$ cat src/rtl/bpsk_frame_modulator_if.sv
// Byte handshake between a data source and the BPSK frame modulator.
interface bpsk_frame_modulator_if;
  logic [7:0] data_in;
  logic       data_valid;
  logic       data_ready;

  modport master (output data_in, output data_valid, input data_ready);
  modport slave  (input data_in, input data_valid, output data_ready);
endinterface

$ cat src/rtl/bpsk_frame_modulator.sv
// Buffers bytes in a small FIFO and emits them as start/8 data/stop NRZ symbols,
// paced by toggles of a selected phase-accumulator bit.
module bpsk_frame_modulator #(
  parameter logic signed [15:0] AMPLITUDE  = 16'sd16384,
  parameter int unsigned        FIFO_DEPTH = 4
) (
  input  logic                     clk,
  input  logic                     rst_n,
  input  logic [31:0]              phase,
  input  logic [4:0]               sample_rate,
  input  logic                     enable,
  bpsk_frame_modulator_if.slave    src,
  output logic signed [15:0]       signal_out,
  output logic                     busy,
  output logic                     underrun
);

  localparam int unsigned PTR_W = (FIFO_DEPTH > 1) ? $clog2(FIFO_DEPTH) : 1;
  localparam int unsigned CNT_W = PTR_W + 1;

  typedef enum logic [1:0] {IDLE, START, DATA, STOP} state_t;

  state_t            state, state_next;
  logic              prev_bit;
  logic              tick;
  logic [7:0]        shift, shift_next;
  logic [3:0]        bit_cnt, bit_cnt_next;
  logic signed [15:0] sig_next;
  logic              underrun_next;

  logic [7:0]        mem [FIFO_DEPTH];
  logic [PTR_W-1:0]  wr_ptr, rd_ptr;
  logic [CNT_W-1:0]  count, count_next;
  logic              ready_q;
  logic              push, pop;
  logic              fifo_empty;
  logic              can_start;

  function automatic logic signed [15:0] level(input logic b);
    return b ? AMPLITUDE : -AMPLITUDE;
  endfunction

  assign tick       = phase[sample_rate] ^ prev_bit;
  assign fifo_empty = (count == CNT_W'(0));
  assign can_start  = enable && !fifo_empty;
  assign push       = src.data_valid && ready_q;
  assign src.data_ready = ready_q;
  assign busy       = (state != IDLE);

  always_comb begin
    count_next = count;
    case ({push, pop})
      2'b10:   count_next = count + CNT_W'(1);
      2'b01:   count_next = count - CNT_W'(1);
      default: count_next = count;
    endcase
  end

  always_ff @(posedge clk or negedge rst_n) begin
    if (!rst_n) begin
      wr_ptr  <= '0;
      rd_ptr  <= '0;
      count   <= '0;
      ready_q <= 1'b0;
    end else begin
      if (push) wr_ptr <= wr_ptr + PTR_W'(1);
      if (pop)  rd_ptr <= rd_ptr + PTR_W'(1);
      count   <= count_next;
      ready_q <= (count_next != CNT_W'(FIFO_DEPTH));
    end
  end

  // Storage needs no reset: pointers and count define which entries are live.
  always_ff @(posedge clk) begin
    if (push) mem[wr_ptr] <= src.data_in;
  end

  always_ff @(posedge clk or negedge rst_n) begin
    if (!rst_n) state <= IDLE;
    else        state <= state_next;
  end

  always_comb begin
    state_next = state;
    if (tick) begin
      case (state)
        IDLE:    if (can_start) state_next = START;
        START:   state_next = DATA;
        DATA:    if (bit_cnt == 4'd8) state_next = STOP;
        STOP:    state_next = can_start ? START : IDLE;
        default: state_next = IDLE;
      endcase
    end
  end

  always_comb begin
    pop           = 1'b0;
    shift_next    = shift;
    bit_cnt_next  = bit_cnt;
    sig_next      = signal_out;
    underrun_next = 1'b0;
    if (tick) begin
      case (state)
        IDLE, STOP: begin
          if (can_start) begin
            pop          = 1'b1;
            shift_next   = mem[rd_ptr];
            bit_cnt_next = '0;
            sig_next     = -AMPLITUDE;
          end else begin
            sig_next      = '0;
            underrun_next = (state == STOP) && enable;
          end
        end
        START: begin
          sig_next     = level(shift[0]);
          bit_cnt_next = 4'd1;
        end
        DATA: begin
          if (bit_cnt < 4'd8) begin
            shift_next   = {1'b0, shift[7:1]};
            sig_next     = level(shift[1]);
            bit_cnt_next = bit_cnt + 4'd1;
          end else begin
            sig_next = AMPLITUDE;
          end
        end
        default: sig_next = '0;
      endcase
    end
  end

  always_ff @(posedge clk or negedge rst_n) begin
    if (!rst_n) begin
      prev_bit   <= 1'b0;
      shift      <= '0;
      bit_cnt    <= '0;
      signal_out <= '0;
      underrun   <= 1'b0;
    end else begin
      prev_bit   <= phase[sample_rate];
      shift      <= shift_next;
      bit_cnt    <= bit_cnt_next;
      signal_out <= sig_next;
      underrun   <= underrun_next;
    end
  end

endmodule
$ cat src/flat_wrapper.sv
// flat-port wrapper written by rule: the top's interface ports become plain ports
module bpsk_frame_modulator_flat 
#(
  parameter logic signed [15:0] AMPLITUDE  = 16'sd16384,
  parameter int unsigned        FIFO_DEPTH = 4
)
  (clk, rst_n, phase, sample_rate, enable, signal_out, busy, underrun, src_data_in, src_data_valid, src_data_ready);
  bpsk_frame_modulator_if src_i ();
  input  logic clk;
  input  logic rst_n;
  input  logic [31:0] phase;
  input  logic [4:0] sample_rate;
  input  logic enable;
  output logic signed [15:0] signal_out;
  output logic busy;
  output logic underrun;
  input wire logic [$bits(src_i.data_in)-1:0] src_data_in;
  input wire logic [$bits(src_i.data_valid)-1:0] src_data_valid;
  output wire logic [$bits(src_i.data_ready)-1:0] src_data_ready;
  assign src_i.data_in = src_data_in;
  assign src_i.data_valid = src_data_valid;
  assign src_data_ready = src_i.data_ready;
  bpsk_frame_modulator #(.AMPLITUDE(AMPLITUDE), .FIFO_DEPTH(FIFO_DEPTH)) u_core (.clk(clk), .rst_n(rst_n), .phase(phase), .sample_rate(sample_rate), .enable(enable), .src(src_i), .signal_out(signal_out), .busy(busy), .underrun(underrun));
endmodule
$ cat config.mk
export PLATFORM = sky130hd
export DESIGN_NAME = bpsk_frame_modulator_flat
export DESIGN_NICKNAME = d
export VERILOG_FILES = /design/src/rtl/bpsk_frame_modulator_if.sv /design/src/rtl/bpsk_frame_modulator.sv /design/src/flat_wrapper.sv
export SDC_FILE = /design/constraint.sdc
export NUM_CORES = 1
export LEC_CHECK = 0
export BUFFER_PORTS_ARGS = -buffer_cell sky130_fd_sc_hd__buf_4
export CAP_MARGIN = 10
export CORE_ASPECT_RATIO = 2
export CORE_MARGIN = 2
export CORE_UTILIZATION = 40
export CTS_BUF_LIST = sky130_fd_sc_hd__clkbuf_4 sky130_fd_sc_hd__clkbuf_8
export CTS_CLUSTER_SIZE = 16
export DETAILED_ROUTE_END_ITERATION = 8
export HOLD_SLACK_MARGIN = 0.12
export PLACE_DENSITY = 0.65
export SLEW_MARGIN = 20
export SYNTH_ARGS = -nofsm -noshare
export SYNTH_HDL_FRONTEND = slang
export SYNTH_SLANG_ARGS = --single-unit
$ cat constraint.sdc
create_clock -name clk -period 2.66 [get_ports clk]
set_input_delay 0.532 -clock clk [delete_from_list [all_inputs] [get_ports clk]]
set_output_delay 0.532 -clock clk [all_outputs]
set_load 0.05 [all_outputs]
==> impl_metrics.csv, run 1 <==
group,metric,value,unit
run_status,status,"completed",
synthesis,synth-edff-count,32,
global_routing,antenna_violations_before_repair,0,
timing,final.period_utilization,0.946,
critical_path,cp_data_arrival_time,2.74,ns
detailed_routing,avgViaCountPerCell,5.17,
detailed_routing,final_antenna_net_count,0,
layout,drive_above_1_share,0.313,
synthesis,synth_largest_area_cell,"sky130_fd_sc_hd__edfxtp_1",
detailed_routing,routed_wire_length,6110,um
place,hpwlAfterDp,4770,um
synthesis,yosysWarningCount,0,
layout,n_antenna_cell,0,
cts,clock_root_cell,"sky130_fd_sc_hd__clkbuf_8",
detailed_routing,violation_count_after_the_first_detailed_routing_iteration,46,
synthesis,yosys.cell_types.count,50,
die,initial_utilization,0.414,
detailed_routing,drt_first_pass_iters,4,
die,ios,68,
synthesis,syn-cell-area,0.00314,mm^2
die,horizontal_die_dimension,66.7,um
timing,timing_hold_violations_final,0,
synthesis,post_synth_main_area_contributors,"sky130_fd_sc_hd__edfxtp_1 31%, sky130_fd_sc_hd__dfrtp_1 21%, sky130_fd_sc_hd__mux2i_1 7.3%",
place,dpl_cell_area,0.00361,mm^2
layout,finish.net_count,369,
critical_path,worst-setup-path-type,"input port to flip-flop",
timing,final.hold.worst_slack,0.397,ns
cts,cts-buffers-inserted,9,
cts,htree_levels,3,
synthesis,synth_top_area_share,0.306,
synthesis,synthArstFlopShare,0.448,
die,dieArea,0.00863,mm^2
pwr,vdd_drop_max,0.402,mV
timing,period_minus_slack,2.52,ns
pwr,leakage,1.64,nW
timing,worst_pin_slew,0.653,ns
detailed_routing,via_count,2104,
synthesis,mapped_cells,246,
cts,cts_max_path_buffers,2,
timing,worst_clock_skew,0.00690,ns
critical_path,timing.critical_path.fanout_max,9,
detailed_routing,wire_length_per_cell,15.0,um
layout,syn_to_final_growth,23.2,%
cts,cts_tree,"done",
global_routing,number_of_global_route_vias_before_repair,2175,
timing,total_count_of_max_transition_violations_in_the_final_report,0,
cts,worst_setup_hold_path_clk_slew,0.07,ns
pwr,power_density,1010,mW/mm^2
die,core_area,0.00760,mm^2
global_routing,grt_max_degree,27,
synthesis,synth_seq_cells,58,
critical_path,setup.worst_path.start_class,"input port",
global_routing,gr-total-overflow,0,
cts,clkLatencyLatePin,0.33,ns
timing,rsz0062_at_grt,"no",
synthesis,seq_area_frac_synth,0.513,
job,max_cap_violations,0,
timing,slew_headroom,0.563,
die,die_height,129,um
place,globalplace.congestion,0.857,
timing,max_freq,397,MHz
global_routing,first_pass_grt_wire_length,10100,um
synthesis,postSynthAreaPerCell,12.8,um^2
die,core.rowCount,45,
place,io_buffers,53,
synthesis,primary_flip_flop_cell_chosen_by_synthesis_mapping,"sky130_fd_sc_hd__edfxtp_1",
timing,final_setup_violation_count,0,
critical_path,worst-endpoint-required,2.88,ns
min_path,hp-class,"input port to flip-flop",
cts,cts.sink_count,58,
critical_path,timing.critical_path.to_type,"flip-flop",
layout,stdcell_area,0.00387,mm^2
global_routing,grt_use_total,0.160,
detailed_routing,detail_route.drc_violations,0,
-- cell usage in the layout (no fill, tap or decap), types with 4 or more instances in the layout --
cell type	synthesis	final
sky130_fd_sc_hd__and3_1	4	4
sky130_fd_sc_hd__nand2_1	19	19
sky130_fd_sc_hd__mux2i_1	23	22
sky130_fd_sc_hd__nand2b_1	5	5
sky130_fd_sc_hd__and2_1	9	8
sky130_fd_sc_hd__nor2_1	9	9
sky130_fd_sc_hd__buf_4	15	58
sky130_fd_sc_hd__inv_1	11	10
sky130_fd_sc_hd__a32oi_1	7	7
sky130_fd_sc_hd__mux4_2	8	8
sky130_fd_sc_hd__nand3_2	4	4
sky130_fd_sc_hd__ha_1	11	10
sky130_fd_sc_hd__a21oi_1	8	8
sky130_fd_sc_hd__conb_1	1	14
sky130_fd_sc_hd__edfxtp_1	32	32
sky130_fd_sc_hd__dfrtp_1	26	26
sky130_fd_sc_hd__a22oi_1	4	4
sky130_fd_sc_hd__clkbuf_8	0	9
-- registers in the layout (all words and copies together) (netlist names) --
register,flops
u_core.mem,32
u_core.wr_ptr,2
u_core.signal_out,2
u_core.shift,8
u_core.count,3
u_core.src.data_ready,1
u_core.rd_ptr,2
u_core.state,2
u_core.bit_cnt,4
u_core.prev_bit,1
u_core.underrun,1
-- layout make-up --
class | count | area (um^2)
fill | 674 | 3730
sequential | 58 | 1610
multi-input combinational | 167 | 1390
timing repair buffer | 61 | 477
clock buffer | 9 | 124
clock inverter | 7 | 118
tap | 94 | 118
inverter | 11 | 41.3
-- path summary, 6_finish.rpt --
| kind | from | cells past startpoint | slack [ns] | endpoint |
|---|---|---|---|---|
| min in group asynchronous | rst_n | 2 | 0.64 | u_core.src.data_ready |
| max reg2reg | u_core.state[0] | 11 | 0.27 | u_core.src.data_ready |
| max in group asynchronous | rst_n | 2 | 1.75 | u_core.rd_ptr[1] |
| max | sample_rate[1] | 15 | 0.14 | u_core.src.data_ready |
| min reg2reg | u_core.shift[7] | 1 | 0.51 | u_core.shift[7] |
| min | src_data_in[6] | 1 | 0.40 | u_core.mem[0][6] |
-- per-layer routing --
layer / GRT usage / part of all wire
met1: 0.152 / 0.33
met2: 0.300 / 0.59
met3: 0.0313 / 0.038
met4: 0.101 / 0.038
met5: 0 / 0
-- logic make-up after synthesis --
family / count (synthesis) / share of synthesized area
compound gates: 36 / 0.0824
xor+xnor: 7 / 0.0255
fa+ha+maj: 12 / 0.0501
buf+inv: 34 / 0.0688
flops: 58 / 0.513
mux: 35 / 0.146
other cells: 1 / 0.00119
simple gates: 63 / 0.113
-- critical path, stage by stage --
cell and delay [ns]:
sky130_fd_sc_hd__buf_6 0.13, sky130_fd_sc_hd__buf_12 0.14, sky130_fd_sc_hd__mux2i_1 0.18, sky130_fd_sc_hd__nand2_1 0.11, sky130_fd_sc_hd__nand3_2 0.11, sky130_fd_sc_hd__nand4_4 0.14, sky130_fd_sc_hd__xor2_4 0.18, sky130_fd_sc_hd__and2_4 0.17
sky130_fd_sc_hd__ha_4 0.13, sky130_fd_sc_hd__inv_2 0.03, sky130_fd_sc_hd__fa_2 0.32, sky130_fd_sc_hd__xor2_1 0.14, sky130_fd_sc_hd__nor2_1 0.12, sky130_fd_sc_hd__xor2_1 0.21, sky130_fd_sc_hd__nand2_1 0.07
-- stage by stage --
stage                     setup TNS, ns  power, mW   util  instances  worst slack [ns]
after floorplan                  -0.172       2.58      -        259            -0.133
after global placement           -0.481       2.93  0.475        389            -0.232
after detailed placement         -0.586       2.97  0.475        389            -0.288
after CTS                             0       3.96  0.508        406            0.0907
after global routing                  0       4.18  0.510        407           0.00277
final                                 0       3.93  0.510        407             0.144
-- synth_stat cells (3+ instances only) --
cell type and count:
sky130_fd_sc_hd__nor2b_1 3, sky130_fd_sc_hd__dfrtp_1 26, sky130_fd_sc_hd__mux2i_1 23, sky130_fd_sc_hd__o21ai_0 3, sky130_fd_sc_hd__and2_1 9, sky130_fd_sc_hd__clkbuf_1 3
sky130_fd_sc_hd__xor2_1 3, sky130_fd_sc_hd__a41oi_1 3, sky130_fd_sc_hd__a31oi_1 3, sky130_fd_sc_hd__a21oi_1 8, sky130_fd_sc_hd__mux4_2 8, sky130_fd_sc_hd__ha_1 11
sky130_fd_sc_hd__inv_1 11, sky130_fd_sc_hd__xnor2_1 3, sky130_fd_sc_hd__nand3_2 4, sky130_fd_sc_hd__a22oi_1 4, sky130_fd_sc_hd__a32oi_1 7, sky130_fd_sc_hd__nand2_1 19
sky130_fd_sc_hd__and3_1 4, sky130_fd_sc_hd__buf_4 15, sky130_fd_sc_hd__edfxtp_1 32, sky130_fd_sc_hd__nand2b_1 5, sky130_fd_sc_hd__nor2_1 9
-- report_power, final --
part	internal [mW]	switching (mW)	leakage [nW]	total, mW
clock	0.620	0.363	0.113	0.983
combinational	0.681	0.807	0.915	1.49
sequential	1.23	0.234	0.609	1.46
-- what timing repair did --
action                                  in CTS  in global routing
hold endpoints to repair                    26                  0
hold buffers                                 1                  0
gates resized for setup                      0                  2
endpoints found under the setup margin       0                  1
setup buffers                                0                  1
Power figures use the tool's default switching activity.
==> inputs of run 2 (changes only) <==
CORE_MARGIN = 5   (was 2)
PLACE_DENSITY = not set   (was 0.65)
==> impl_metrics.csv, run 2 (synthesized netlist as in run 1, its figures left out) <==
group,metric,value,unit
cts,post-cts-setup-buffers,0,
timing,final.hold.worst_slack,0.389,ns
place,io_buffers,53,
layout,regArea,0.00161,mm^2
timing,max_freq,394,MHz
global_routing,gr-total-overflow,0,
critical_path,worst-path-buf-inv,3,
die,core.rowCount,45,
critical_path,timing.critical_path.fanout_max,7,
layout,mostFrequentLayoutCells,"58 x sky130_fd_sc_hd__buf_4, 32 x sky130_fd_sc_hd__edfxtp_1, 26 x sky130_fd_sc_hd__dfrtp_1",
detailed_routing,drt_first_pass_iters,4,
detailed_routing,final_antenna_net_count,0,
cts,cts-buffers-inserted,9,
layout,fin_util,0.506,
place,dp_slack,-0.329,ns
die,ios,68,
timing,post-route-worst-setup-slack,0.119,ns
run_status,status,"completed",
timing,timing_hold_violations_final,0,
layout,n_antenna_cell,0,
cts,cts.sink_count,58,
detailed_routing,routed_wire_length,6590,um
job,max_cap_violations,0,
global_routing,antenna_violations_before_repair,0,
timing,worst_clock_skew,0.00657,ns
die,horizontal_die_dimension,72.7,um
detailed_routing,violation_count_after_the_first_detailed_routing_iteration,78,
global_routing,number_of_global_route_vias_before_repair,2198,
timing,total_count_of_max_transition_violations_in_the_final_report,0,
cts,worst_setup_hold_path_clk_slew,0.07,ns
critical_path,timing.critical_path.to_type,"flip-flop",
layout,stdcell_area,0.00388,mm^2
layout,multi_input_comb_area,0.00140,mm^2
min_path,hp-class,"input port to flip-flop",
pwr,leakage,1.62,nW
layout,reg.largest.list,"u_core.mem (32), u_core.shift (8), u_core.bit_cnt (4)",
layout,number_of_flip_flops_under_the_largest_register_name,32,
timing,final_setup_violation_count,0,
global_routing,first_pass_grt_wire_length,10500,um
cts,cts_tree,"done",
die,dieArea,0.00984,mm^2
place,hpwlAfterDp,5190,um
timing,final.period_utilization,0.955,
die,core_area,0.00766,mm^2
timing,slew_headroom,0.594,
layout,largest-register,"u_core.mem",
critical_path,cp_data_arrival_time,2.76,ns
global_routing,grt_use_total,0.144,
timing,period_minus_slack,2.54,ns
pwr,vdd_drop_max,0.434,mV
layout,finish.net_count,370,
layout,drive_above_1_share,0.325,
global_routing,grt_max_degree,27,
critical_path,cp_slowest_stage_delay,0.33,ns
critical_path,cpLargestDelayFamily,"simple AND/OR/NAND/NOR gates",
critical_path,setup.worst_path.start_class,"input port",
critical_path,critical_path.most_common_cell,"sky130_fd_sc_hd__xor2_1",
critical_path,worst-setup-path-type,"input port to flip-flop",
timing,worst_pin_slew,0.609,ns
timing,rsz0062_at_grt,"no",
cts,clock_root_cell,"sky130_fd_sc_hd__clkbuf_8",
layout,n_fill_cell,727,
die,die_height,135,um
cts,htree_levels,3,
detailed_routing,wire_length_per_cell,16.1,um
cts,cts_max_path_buffers,2,
die,initial_utilization,0.411,
detailed_routing,via_count,2092,
cts,clkLatencyLatePin,0.34,ns
critical_path,cp_slowest_cell,"sky130_fd_sc_hd__fa_2",
critical_path,worstPathCellList,"buf_6, buf_12, mux2i_2, a22oi_1, nand3_2, nand4_4, xor2_4, and2_4, ha_4, inv_2, fa_2, xor2_1, nor2_1, xor2_1, nand2_1",
layout,final_common_cell,"sky130_fd_sc_hd__buf_4",
layout,syn_to_final_growth,23.3,%
pwr,power_density,972,mW/mm^2
detailed_routing,detail_route.drc_violations,0,
place,dpl_cell_area,0.00362,mm^2
place,globalplace.congestion,0.763,
critical_path,worst-endpoint-required,2.88,ns
detailed_routing,avgViaCountPerCell,5.13,
-- run 2: final timing paths --
path | startpoint | to | slack (ns) | cells after the start
setup / recovery | sample_rate[1] | u_core.src.data_ready | 0.12 | 15
hold / removal | src_data_in[3] | u_core.mem[3][3] | 0.39 | 1
setup reg to reg | u_core.state[0] | u_core.src.data_ready | 0.34 | 11
hold reg to reg | u_core.shift[7] | u_core.shift[7] | 0.51 | 1
max in group asynchronous | rst_n | u_core.bit_cnt[0] | 1.74 | 2
min in group asynchronous | rst_n | u_core.wr_ptr[0] | 0.65 | 2
-- run 2: per-stage QoR --
step                      TNS [ns]  instances  total power [mW]
final                            0        408              3.77
after global routing             0        408              4.05
after CTS                        0        407              3.82
after detailed placement    -0.721        390              2.99
after global placement      -0.577        390              2.95
after floorplan             -0.172        259              2.58
-- run 2: what timing repair did --
| item | 4_1_cts | 5_1_grt |
|---|---|---|
| endpoints found under the setup margin | 0 | 1 |
| gates resized for setup | 0 | 5 |
| hold endpoints to repair | 26 | 0 |
| hold buffers | 1 | 0 |
-- run 2: cell type report --
cell class | count | area share
Timing Repair Buffer | 62 | 0.129
Multi-Input combinational cell | 167 | 0.362
Tap cell | 94 | 0.0303
Inverter | 11 | 0.0107
Clock buffer | 9 | 0.0320
Clock inverter | 7 | 0.0200
Sequential cell | 58 | 0.416
-- run 2: power by group --
part           internal (mW)  switching (mW)
registers               1.23           0.229
clock network          0.438           0.380
logic                  0.692           0.802
total                   2.36            1.41
-- run 2: per-layer routing --
metal  GRT usage  share of wire  vias to the layer above
met5           0              0                        -
met4      0.0739          0.028                        0
met3      0.0334          0.055                       15
met2       0.290           0.60                       73
met1       0.122           0.32                     1001
li1            -              -                     1003
